==> src/rtl/alu_sequencer.sv <==
// Multi-cycle control FSM for the 8-bit add/sub/neg/cmp datapath.
// Strobes are Moore outputs of the registered state. start is only honoured in IDLE.
module alu_sequencer #(
  parameter int SETTLE_CYCLES = 1
) (
  input  logic       alu_sequencer_clk,
  input  logic       alu_sequencer_rst,
  input  logic       alu_sequencer_start,
  input  logic [1:0] alu_sequencer_opcode,
  input  logic       alu_sequencer_carry_in,
  output logic       alu_sequencer_busy,
  output logic       alu_sequencer_done,
  output logic       alu_sequencer_reg2_load,
  output logic       alu_sequencer_reg1_load,
  output logic       alu_sequencer_complement_enable,
  output logic       alu_sequencer_mux1_sel,
  output logic       alu_sequencer_alu_enable,
  output logic       alu_sequencer_acc_load,
  output logic       alu_sequencer_flag_load,
  output logic       alu_sequencer_neg_carry
);

  // A setting of 0 behaves as 1, so the last COMPL count is 0 in both cases.
  localparam logic [3:0] SETTLE_LAST = (SETTLE_CYCLES <= 1) ? 4'd0 : 4'(SETTLE_CYCLES - 1);

  localparam logic [2:0] S_IDLE    = 3'd0;
  localparam logic [2:0] S_FETCH_A = 3'd1;
  localparam logic [2:0] S_FETCH_B = 3'd2;
  localparam logic [2:0] S_COMPL   = 3'd3;
  localparam logic [2:0] S_EXEC    = 3'd4;
  localparam logic [2:0] S_WB      = 3'd5;
  localparam logic [2:0] S_DONE    = 3'd6;

  localparam logic [1:0] OP_ADD = 2'b00;
  localparam logic [1:0] OP_NEG = 2'b10;
  localparam logic [1:0] OP_CMP = 2'b11;

  logic [2:0] state_q, state_d;
  logic [1:0] op_q, op_d;
  logic [3:0] cnt_q, cnt_d;
  logic       neg_carry_q, neg_carry_d;

  always_comb begin
    state_d     = state_q;
    op_d        = op_q;
    cnt_d       = cnt_q;
    neg_carry_d = neg_carry_q;
    case (state_q)
      S_IDLE: begin
        if (alu_sequencer_start) begin
          op_d    = alu_sequencer_opcode;
          // NEG works on B alone, so the A fetch is skipped.
          state_d = (alu_sequencer_opcode == OP_NEG) ? S_FETCH_B : S_FETCH_A;
        end
      end
      S_FETCH_A: state_d = S_FETCH_B;
      S_FETCH_B: begin
        cnt_d   = 4'd0;
        state_d = (op_q == OP_ADD) ? S_EXEC : S_COMPL;
      end
      S_COMPL: begin
        cnt_d = cnt_q + 4'd1;
        if (cnt_q >= SETTLE_LAST) begin
          state_d     = S_EXEC;
          neg_carry_d = alu_sequencer_carry_in;
        end
      end
      S_EXEC:  state_d = S_WB;
      S_WB:    state_d = S_DONE;
      S_DONE:  state_d = S_IDLE;
      default: state_d = S_IDLE;
    endcase
  end

  always_ff @(posedge alu_sequencer_clk) begin
    if (alu_sequencer_rst) begin
      state_q     <= S_IDLE;
      op_q        <= OP_ADD;
      cnt_q       <= 4'd0;
      neg_carry_q <= 1'b0;
    end else begin
      state_q     <= state_d;
      op_q        <= op_d;
      cnt_q       <= cnt_d;
      neg_carry_q <= neg_carry_d;
    end
  end

  logic uses_compl;
  assign uses_compl = (op_q != OP_ADD);

  always_comb begin
    alu_sequencer_busy              = (state_q != S_IDLE);
    alu_sequencer_done              = 1'b0;
    alu_sequencer_reg2_load         = 1'b0;
    alu_sequencer_reg1_load         = 1'b0;
    alu_sequencer_complement_enable = 1'b0;
    alu_sequencer_mux1_sel          = 1'b0;
    alu_sequencer_alu_enable        = 1'b0;
    alu_sequencer_acc_load          = 1'b0;
    alu_sequencer_flag_load         = 1'b0;
    case (state_q)
      S_FETCH_A: alu_sequencer_reg2_load = 1'b1;
      S_FETCH_B: alu_sequencer_reg1_load = 1'b1;
      S_COMPL: begin
        alu_sequencer_complement_enable = 1'b1;
        alu_sequencer_mux1_sel          = 1'b1;
      end
      S_EXEC: begin
        alu_sequencer_alu_enable        = 1'b1;
        alu_sequencer_complement_enable = uses_compl;
        alu_sequencer_mux1_sel          = uses_compl;
      end
      S_WB: begin
        // CMP only updates flags; the accumulator keeps its value.
        alu_sequencer_flag_load         = 1'b1;
        alu_sequencer_acc_load          = (op_q != OP_CMP);
        alu_sequencer_complement_enable = uses_compl;
        alu_sequencer_mux1_sel          = uses_compl;
      end
      S_DONE:  alu_sequencer_done = 1'b1;
      default: ;
    endcase
  end

  assign alu_sequencer_neg_carry = neg_carry_q;

endmodule

==> config.mk <==
export PLATFORM = sky130hd
export DESIGN_NAME = alu_sequencer
export DESIGN_NICKNAME = d
export VERILOG_FILES = /design/src/rtl/alu_sequencer.sv
export SDC_FILE = /design/constraint.sdc
export NUM_CORES = 1
export LEC_CHECK = 0
export CORE_AREA = 5 5 42 44
export CTS_CLUSTER_DIAMETER = 150
export DETAILED_ROUTE_END_ITERATION = 10
export DIE_AREA = 0 0 47 49
export PLACE_DENSITY = 0.61
export SYNTH_ARGS = -nofsm -noshare
export SYNTH_HDL_FRONTEND = slang
export SYNTH_SLANG_ARGS = --single-unit
==> constraint.sdc <==
create_clock -name alu_sequencer_clk -period 4.1 [get_ports alu_sequencer_clk]
set_clock_uncertainty 0.1 [all_clocks]
set_input_delay 1.23 -clock alu_sequencer_clk [delete_from_list [all_inputs] [get_ports alu_sequencer_clk]]
set_output_delay 1.23 -clock alu_sequencer_clk [all_outputs]
set_load 0.02 [all_outputs]
-- Word level (Yosys, flattened, before mapping)
Index checks and enable logic that the tools add are counted.
- RAM bits: 0
- bits in registers: 10
- output and inout port bits: 10
- memories kept: 0
- ROM bits: 0
- latch bits: 0
- input port bits: 6
- eq/ne operators: 10
- $add $sub $neg: 1
- mux-type cells: 13
- bitwise gates (word level): 0
- magnitude comparators: 1
- $mul: 0
- reductions and logical operators: 9
- div/mod/pow operators: 0
- shift operators: 0
- operators with widths (kind ; number):
    $pmux W3 S6 ; 1
    $eq A3 B3 Y1 const B ; 3
    $mux W3 ; 3
    $pmux W4 S2 ; 1
    $eq A3 B2 Y1 const B ; 2
    $mux W1 ; 6
    $ne A2 B2 Y1 const B ; 3
    $reduce_and A2 Y1 ; 3
    $add A4 B1 Y4 const B ; 1
    $ge A4 B1 Y1 const B ; 1
    $reduce_bool A2 Y1 ; 2
    $eq A3 B1 Y1 const B ; 1
    $logic_not A3 Y1 ; 1
    $reduce_bool A3 Y1 ; 1
    $eq A2 B2 Y1 const B ; 1
    $logic_not A2 Y1 ; 1
    $mux W2 ; 1
    $pmux W1 S2 ; 1
    $reduce_or A2 Y1 ; 1

-- Logic depth before layout (Yosys ltp)
Gate-level depths: netlist (run 1).
- depth after elaboration: 4
- mapped depth: 5
- depth with buffers taken out: 3

-- Worst setup path before layout (run 1)
OpenSTA, ideal clock, no wires.
- kind: register -> output
- from: reg state_q[0]
- to: out alu_sequencer_acc_load
- cell stages (with the launch flop): 4
- required time: 2.770 ns
- buffers on the path: 1
- slack: 1.382 ns
- arrival time: 1.388 ns
- cell sequence: dfxtp_1 buf_2 and3_1 a21boi_0
- cells in the longest elaborated chain, start to end: 2
- ends and longest elaborated chain (item ; line ; source):
    start: declaration ; 38 ; logic [2:0] state_q, state_d;
    start signal: assignment ; 82 ; state_q <= state_d;
    $eq A3 B3 Y1 ; 102 ; case (state_q)
    $mux W1 ; 102 ;
    end: declaration ; 18 ; output logic alu_sequencer_acc_load,
Every way passes these cells.

-- Worst setup path in the final report (run 1)
Same ends and word-level chain as after synthesis.

==> out/metrics.yaml, run 1 <==
outcome:
  status: "finished clean"
clocking:
  clkTransAtPathRegs_ns: 0.05
  cts_max_level: 1
  holdBufCountCts: 0
  clk_path_buf_depth: 2
  post_cts_buffers: 0
  tritoncts: "done"
  clockRootBuffer: "clkbuf_4"
  numCtsBuffers: 3
  cts_sinks: 6
  cts_resized: 0
  insertion_delay_ns: 0.25
layout:
  fin_nets: 63
  drive_gt1_share_pct: 12.7
  seqCellArea_sq_um: 120
  finish.utilization_pct: 37.6
  fillers: 157
  syn_to_final_growth_pct: 42.7
  multi_input_area_sq_um: 210
  antenna_cells: 0
setup_path:
  crit_path_max_incr_delay_ns: 0.63
  startpoint_type: "register"
  cp_max_fo: 12
  rrSetupSlack_ns: 2.76
  slowest_stage: "clkdlybuf4s50_1"
  setup.worst_path.class: "register to output port"
  crit_path_cell_trace: "and3_1, a21boi_0, clkdlybuf4s50_1"
  cp-end-kind: "output port"
  critPathArrivalTime_ns: 1.86
  required_ns: 2.77
route:
  post_drt_wl_per_cell_um: 11.6
  final_antenna_net_count: 0
  drt_pass1_iterations: 4
  vias: 327
  drt-total-wl_um: 826
  drt-vias-per-instance: 4.61
  drcViolationCount: 0
  drtIter0Drc: 6
run:
  drv_cap: 0
timing:
  rsz0062_at_grt: "no"
  tightestPinTransition_ns: 0.430
  min_period_ns: 3.19
  maxSlewViolCount: 0
  layout_setup_ws_ns: 0.906
  max_slew_margin_pct: 71.3
  fin_tns_setup_ns: 0
  timing.fmax_ghz: 0.313
  finalCritPeriodShare_pct: 77.9
  setup_violations: 0
  hold_viol: 0
  hold_slack_ns: 0.408
power:
  ir_worst_vdd_v: 0.000133
  p_switching_uw: 69.0
  switching_share_pct: 33.8
  leakagePower_nw: 0.199
  p_total_uw: 204
  powerDensity_nw_per_um2: 388
  power_frac_seq_pct: 38.9
  p_clk_share_pct: 27.1
  power_frac_comb_pct: 34.0
  p_int_uw: 135
logic_synthesis:
  syn_area_per_cell_sq_um: 9.00
  syn_nets: 47
  synth_top_area_share_pct: 32.5
  ys_ff_latch: 6
  ys_seq_area_share_pct: 32.5
  netlist_top_cells_area: "dfxtp_1, mux2i_1, nor2_1"
  yosys.area.top_type: "dfxtp_1"
  yosys_warnings: 0
  ys_types: 21
  syn_area_sq_um: 369
  synth_cells: 41
hold_path:
  min_path_type: "register to register"
floorplanning:
  die_y_um: 49
  io_pins: 16
  row_count: 14
  start_util_pct: 26.3
  die_w_um: 47
  dieArea_sq_um: 2300
  core_area_sq_um: 1400
global_routing:
  grt_pass1_wl_mm: 1.26
  track_usage_pct: 7.83
  grt_max_degree: 13
  grt_pass1_vias: 294
  grt_overflow: 0
  antenna_found_initial: 0
placement:
  port_buffers: 15
  dp_hpwl_um: 582
  place.gp.congestion: 0.706
  dpl_worst_slack_ns: 1.19
state kept, by name, indices dropped and copies added, names as in the netlist:
name                     count
state_q                      3
alu_sequencer_neg_carry      1
op_q                         2
path summary, 6_finish.rpt:
| kind | end | startpoint | depth (start not counted) |
|---|---|---|---|
| max reg2reg | state_q[0]$_SDFFE_PP0P_ | state_q[0]$_SDFFE_PP0P_ | 3 |
| max | alu_sequencer_acc_load | state_q[0]$_SDFFE_PP0P_ | 3 |
| min | alu_sequencer_neg_carry$_SDFFE_PP0P_ | alu_sequencer_neg_carry$_SDFFE_PP0P_ | 2 |
| min reg2reg | alu_sequencer_neg_carry$_SDFFE_PP0P_ | alu_sequencer_neg_carry$_SDFFE_PP0P_ | 2 |
power groups by stage:
stage / sequential, mW / clock (mW) / combinational [mW]
3_3_place_gp: 0.0799 / 0 / 0.0699
2_1_floorplan: 0.0700 / 0 / 0.0571
3_5_place_dp: 0.0803 / 0 / 0.0695
6_report: 0.0795 / 0.0554 / 0.0694
4_1_cts: 0.0791 / 0.0572 / 0.0701
5_1_grt: 0.0807 / 0.0597 / 0.0743
cell usage after synthesis, drive strengths merged:
master and count:
buf 4, mux2i 3, nand2 2, nor3b 1
or3 2, nor2 7, nor4b 3, o21ai 3
a21oi 4, and3 1, dfxtp 6, a21boi 1
nand2b 1, nand3b 1, inv 1, o21bai 1
cell families (layout without fill, tap and decap cells):
group	after synthesis	after routing	share of synthesized area (%)
compound gates	9	9	15.6
buf+inv	5	19	10.5
flops	6	6	32.5
mux	3	3	8.14
simple gates	18	18	33.2
routing by layer:
layer  wire length (um)  vias to the layer above  global-route usage [%]
met4                 25                        0                    8.29
met5                  0                        -                       0
met2                261                       19                    6.56
met1                435                      133                    12.2
met3                102                        4                    3.32
li1                   -                      171                       -
final cells by class:
type                            instances  area share (%)
Clock buffer                            3            4.28
Inverter                                1           0.713
Multi-Input combinational cell         30            39.9
Sequential cell                         6            22.8
Tap cell                               16            3.80
Timing Repair Buffer                   15            28.5
cells in the final DEF, fill, tap and decap left out:
cell / Yosys / final
dfxtp_1: 6 / 6
nand2_1: 2 / 2
clkbuf_4: 0 / 3
nand3b_1: 1 / 1
nor4b_1: 2 / 2
and3_1: 1 / 1
inv_1: 1 / 1
nor2_1: 7 / 7
o21bai_1: 1 / 1
o21ai_2: 1 / 1
mux2i_1: 3 / 3
a21boi_0: 1 / 1
nor4b_4: 1 / 1
a21oi_2: 1 / 1
or3_1: 2 / 2
o21ai_0: 2 / 2
a21oi_1: 3 / 3
nand2b_4: 1 / 1
nor3b_1: 1 / 1
clkdlybuf4s50_1: 0 / 15
worst max-delay path: cells and delay by family (launching register included):
| family | cells | cell delay, ns |
|---|---|---|
| flops | 1 | 0.56 |
| buf+inv | 1 | 0.63 |
| simple gates | 1 | 0.24 |
| compound gates | 1 | 0.18 |
metrics by stage:
step | std cells | instance area [sq um]
finish | 71 | 527
global placement | 68 | 504
CTS | 71 | 527
floorplan | 41 | 369
detailed placement | 68 | 504
global route | 71 | 527
No activity file was read; power rests on OpenSTA's default activity.
==> run 2: changes to the inputs <==
clock period = 3.2 ns   (was 4.1 ns; I/O delays follow)
==> out/metrics.yaml, run 2 (synthesis results as in run 1) <==
clocking:
  cts_max_level: 1  # unchanged
  insertion_delay_ns: 0.24  # about the same
  post_cts_buffers: 0  # unchanged
  cts_sinks: 6  # unchanged
  clockRootBuffer: "clkbuf_4"
  numCtsBuffers: 3  # unchanged
  tritoncts: "done"
  clkTransAtPathRegs_ns: 0.04  # about the same
  clk_path_buf_depth: 2  # unchanged
  cts_resized: 0  # unchanged
  holdBufCountCts: 0  # unchanged
placement:
  port_buffers: 15  # unchanged
  place.gp.congestion: 0.706  # about the same
  dp_hpwl_um: 589  # +1.1%
hold_path:
  min_path_type: "register to register"
floorplanning:
  die_w_um: 47  # unchanged
  io_pins: 16  # unchanged
  start_util_pct: 26.3  # unchanged
  row_count: 14  # unchanged
  dieArea_sq_um: 2300  # unchanged
  die_y_um: 49  # unchanged
  core_area_sq_um: 1400  # unchanged
layout:
  syn_to_final_growth_pct: 42.7  # unchanged
  antenna_cells: 0  # unchanged
  layout_common_cells: "clkdlybuf4s50_1, nor2_1, dfxtp_1"
  fin_nets: 63  # unchanged
  largest_reg_flops: 3  # unchanged
  drive_gt1_share_pct: 12.7  # unchanged
  finish.utilization_pct: 37.6  # unchanged
  top_register: "state_q"
  mostFrequentLayoutCell: "clkdlybuf4s50_1"
global_routing:
  grt_overflow: 0  # unchanged
  antenna_found_initial: 0  # unchanged
  grt_max_degree: 13  # unchanged
  grt_pass1_wl_mm: 1.31  # +3.9%
  track_usage_pct: 7.69  # -0.14 points
  grt_pass1_vias: 293  # -0.34%
route:
  drtIter0Drc: 13  # +7
  post_drt_wl_per_cell_um: 11.5  # -0.73%
  drt_pass1_iterations: 4  # unchanged
  drt-total-wl_um: 820  # -0.73%
  drcViolationCount: 0  # unchanged
  vias: 324  # -0.92%
  drt-vias-per-instance: 4.56  # -0.92%
  final_antenna_net_count: 0  # unchanged
setup_path:
  startpoint_type: "register"
  required_ns: 2.14  # -0.63 ns
  critPathArrivalTime_ns: 1.85  # about the same
  cp-end-kind: "output port"
  setup.worst_path.class: "register to output port"
  cp_max_fo: 11  # -1
power:
  powerDensity_nw_per_um2: 494  # +27%
  ir_worst_vdd_v: 0.000211  # +58%
  leakagePower_nw: 0.199  # unchanged
run:
  drv_cap: 0  # unchanged
timing:
  maxSlewViolCount: 0  # unchanged
  fin_tns_setup_ns: 0  # unchanged
  max_slew_margin_pct: 71.4  # +0.10 points
  hold_viol: 0  # unchanged
  setup_violations: 0  # unchanged
  finalCritPeriodShare_pct: 91.0
  rsz0062_at_grt: "no"
  tightestPinTransition_ns: 0.429  # -0.00149 ns
  min_period_ns: 2.91
  timing.fmax_ghz: 0.343
outcome:
  status: "finished clean"
-- run 2: path summary, 6_finish.rpt --
kind	start	end	slack [ns]	cells after the start
setup / recovery	state_q[2]$_SDFFE_PP0P_	alu_sequencer_complement_enable	0.29	3
hold reg to reg	alu_sequencer_neg_carry$_SDFFE_PP0P_	alu_sequencer_neg_carry$_SDFFE_PP0P_	0.41	2
setup reg to reg	state_q[0]$_SDFFE_PP0P_	state_q[0]$_SDFFE_PP0P_	1.86	3
hold / removal	alu_sequencer_neg_carry$_SDFFE_PP0P_	alu_sequencer_neg_carry$_SDFFE_PP0P_	0.41	2
-- run 2: report_power, final --
part	leakage (nW)	switching [mW]	internal [mW]	total (mW)
registers	0.0491	0.0189	0.0832	0.102
clock network	0.0138	0.0267	0.0424	0.0691
logic	0.136	0.0412	0.0477	0.0889
-- run 2: area by class of cell --
type	count	area [sq um]
Clock buffer	3	22.5
Fill cell	159	875
Inverter	1	3.75
Multi-Input combinational cell	30	210
Sequential cell	6	120
Tap cell	16	20.0
Timing Repair Buffer	15	150
-- run 2: through the flow --
step           hold slack, ns  std cells  cell area (sq um)  power (mW)  setup slack [ns]
2_1_floorplan           0.378         41                369       0.163             0.752
6_report                0.409         71                527       0.260             0.287
5_1_grt                 0.471         71                527       0.277             0.105
3_5_place_dp            0.388         68                504       0.192             0.572
4_1_cts                 0.414         71                527       0.264             0.279
3_3_place_gp            0.384         68                504       0.192             0.523
-- run 2: layer usage --
metal  vias to the layer above  track usage (%)  routed length, um
li1                        173                -                  -
met3                         0             3.69                 90
met4                         0             2.76                  0
met2                        17             6.56                287
met1                       134             14.2                441
met5                         -                0                  0
-- run 2: critical path, cell delays in order (launching register included) --
cell             delay [ns]
dfxtp_1                0.55
nand2_1                0.14
o21ai_0                0.27
clkdlybuf4s50_1        0.66
==> run 3: changes to the inputs <==
ABC_AREA = 1   (was default)
PLACE_DENSITY = 0.62   (was 0.61)
==> out/metrics.yaml, run 3 <==
floorplanning:
  start_util_pct: 27.7  # +1.3 points
  dieArea_sq_um: 2300  # unchanged
  core_area_sq_um: 1400  # unchanged
  die_y_um: 49  # unchanged
  die_w_um: 47  # unchanged
  io_pins: 16  # unchanged
  row_count: 14  # unchanged
route:
  final_antenna_net_count: 0  # unchanged
  drt-vias-per-instance: 4.35  # -4.7%
  drtIter0Drc: 8  # -5
  drt-total-wl_um: 855  # +4.3%
  drcViolationCount: 0  # unchanged
  drt_pass1_iterations: 4  # unchanged
  vias: 409  # +26%
  post_drt_wl_per_cell_um: 9.10  # -21%
power:
  ir_worst_vdd_v: 0.000248  # +17%
  leakagePower_nw: 0.285  # +43%
  powerDensity_nw_per_um2: 515  # +4.3%
logic_synthesis:
  syn_area_sq_um: 388  # +5.1%
  synth_cells: 62  # +51%
  syn_area_per_cell_sq_um: 6.26  # -31%
  synth_edf_count: 0  # unchanged
  ys_seq_area_share_pct: 31.0  # -1.6 points
  yosys_warnings: 0  # unchanged
  ys_types: 15  # -29%
  netlist_top_cells_area: "dfxtp_1, nand2_1, nor2_1"
  synthFlopType: "dfxtp_1"
  synthMostInstantiatedCell: "nand2_1"
  syn_nets: 68  # +45%
  synth_top_area_share_pct: 31.0  # -1.6 points
  async_reset_ff_share_pct: 0  # unchanged
  synth_common_cells: "nand2_1, nor2_1, inv_1"
  ys_ff_latch: 6  # unchanged
  yosys.area.top_type: "dfxtp_1"
setup_path:
  cp-end-kind: "output port"
  setup.worst_path.class: "register to output port"
  cp_max_fo: 7  # -4
  critPathArrivalTime_ns: 1.79  # -0.06 ns
  required_ns: 2.14  # about the same
  startpoint_type: "register"
layout:
  largest_reg_flops: 3  # unchanged
  fin_nets: 86  # +37%
  fillers: 164  # +3.1%
  layout_common_cells: "clkdlybuf4s50_1, nand2_1, nor2_1"
  stdcell_area_sq_um: 566  # +7.4%
  top_register: "state_q"
  antenna_cells: 0  # unchanged
  fin_cells: 94  # +32%
  syn_to_final_growth_pct: 45.8
  drive_gt1_share_pct: 14.1  # +1.4 points
  mostFrequentLayoutCell: "clkdlybuf4s50_1"
clocking:
  tritoncts: "done"
  clkTransAtPathRegs_ns: 0.05  # about the same
  post_cts_buffers: 0  # unchanged
  insertion_delay_ns: 0.24  # about the same
  clockRootBuffer: "clkbuf_4"
  holdBufCountCts: 0  # unchanged
  cts_resized: 0  # unchanged
  numCtsBuffers: 3  # unchanged
  cts_sinks: 6  # unchanged
  cts_max_level: 1  # unchanged
  clk_path_buf_depth: 2  # unchanged
timing:
  max_slew_margin_pct: 76.2  # +4.9 points
  tightestPinTransition_ns: 0.356  # -0.0728 ns
  fin_tns_setup_ns: 0  # unchanged
  setup_violations: 0  # unchanged
  finalCritPeriodShare_pct: 89.1  # -2.0 points
  timing.fmax_ghz: 0.351  # +2.2%
  maxSlewViolCount: 0  # unchanged
  hold_viol: 0  # unchanged
  rsz0062_at_grt: "no"
  min_period_ns: 2.85  # -0.0629 ns
hold_path:
  min_path_type: "register to register"
global_routing:
  antenna_found_initial: 0  # unchanged
  grt_pass1_vias: 390  # +33%
  grt_pass1_wl_mm: 1.51  # +15%
  grt_overflow: 0  # unchanged
  grt_max_degree: 9  # -4
  track_usage_pct: 9.15  # +1.5 points
placement:
  dp_hpwl_um: 697  # +18%
  port_buffers: 15  # unchanged
  placed_cell_area_sq_um: 543  # +7.7%
  place.gp.congestion: 0.782  # +11%
  place_inst: 91  # +34%
run:
  drv_cap: 0  # unchanged
outcome:
  status: "finished clean"
run 3: cells by family after synthesis:
logic type	Yosys count	share of synthesized area [%]
simple gates	37	46.1
flops	6	31.0
buf+inv	13	14.5
compound gates	6	8.39
run 3: per-layer routing:
metal | wire length [um] | GRT usage, % | part of all wire [%]
met5 | 0 | 0 | 0
met4 | 11 | 8.29 | 1.3
met3 | 50 | 2.21 | 5.8
met2 | 352 | 11.1 | 41
met1 | 441 | 12.5 | 52
run 3: critical path, cell delays in order (launching register included):
cell and delay, ns:
dfxtp_1 0.49, nand2_2 0.10, nor2_4 0.11, inv_2 0.05, nand2_2 0.06, o21a_1 0.13
clkdlybuf4s50_1 0.60
run 3: cell type report:
| cell class | count | area (sq um) | area share [%] |
|---|---|---|---|
| well taps | 16 | 20.0 | 3.54 |
| inverters | 11 | 41.3 | 7.30 |
| flip-flops and latches | 6 | 120 | 21.2 |
| clock buffers | 3 | 22.5 | 3.98 |
| repair buffers | 15 | 150 | 26.5 |
| multi-input cells | 43 | 211 | 37.4 |
run 3: power by group:
part | switching, mW | internal (mW) | total, mW
clock network | 0.0251 | 0.0423 | 0.0674
logic | 0.0669 | 0.0536 | 0.120
registers | 0.0172 | 0.0864 | 0.104
total | 0.109 | 0.182 | 0.291
run 3: final timing paths:
path | from | endpoint | slack, ns | cells past startpoint
setup / recovery | state_q[0]$_SDFFE_PP0P_ | alu_sequencer_mux1_sel | 0.35 | 6
setup reg to reg | state_q[1]$_SDFFE_PP0P_ | state_q[2]$_SDFFE_PP0P_ | 2.03 | 5
hold / removal | alu_sequencer_neg_carry$_SDFFE_PP0P_ | alu_sequencer_neg_carry$_SDFFE_PP0P_ | 0.42 | 2
hold reg to reg | alu_sequencer_neg_carry$_SDFFE_PP0P_ | alu_sequencer_neg_carry$_SDFFE_PP0P_ | 0.42 | 2
run 3: through the flow:
stage / power [mW] / worst slack (ns) / utilization (%) / hold slack (ns)
after detailed placement: 0.226 / 0.610 / 38.8 / 0.404
after global routing: 0.315 / 0.242 / 40.4 / 0.474
after floorplan: 0.182 / 0.983 / - / 0.409
final: 0.291 / 0.350 / 40.4 / 0.417
after CTS: 0.297 / 0.328 / 40.4 / 0.420
after global placement: 0.226 / 0.604 / 38.8 / 0.409
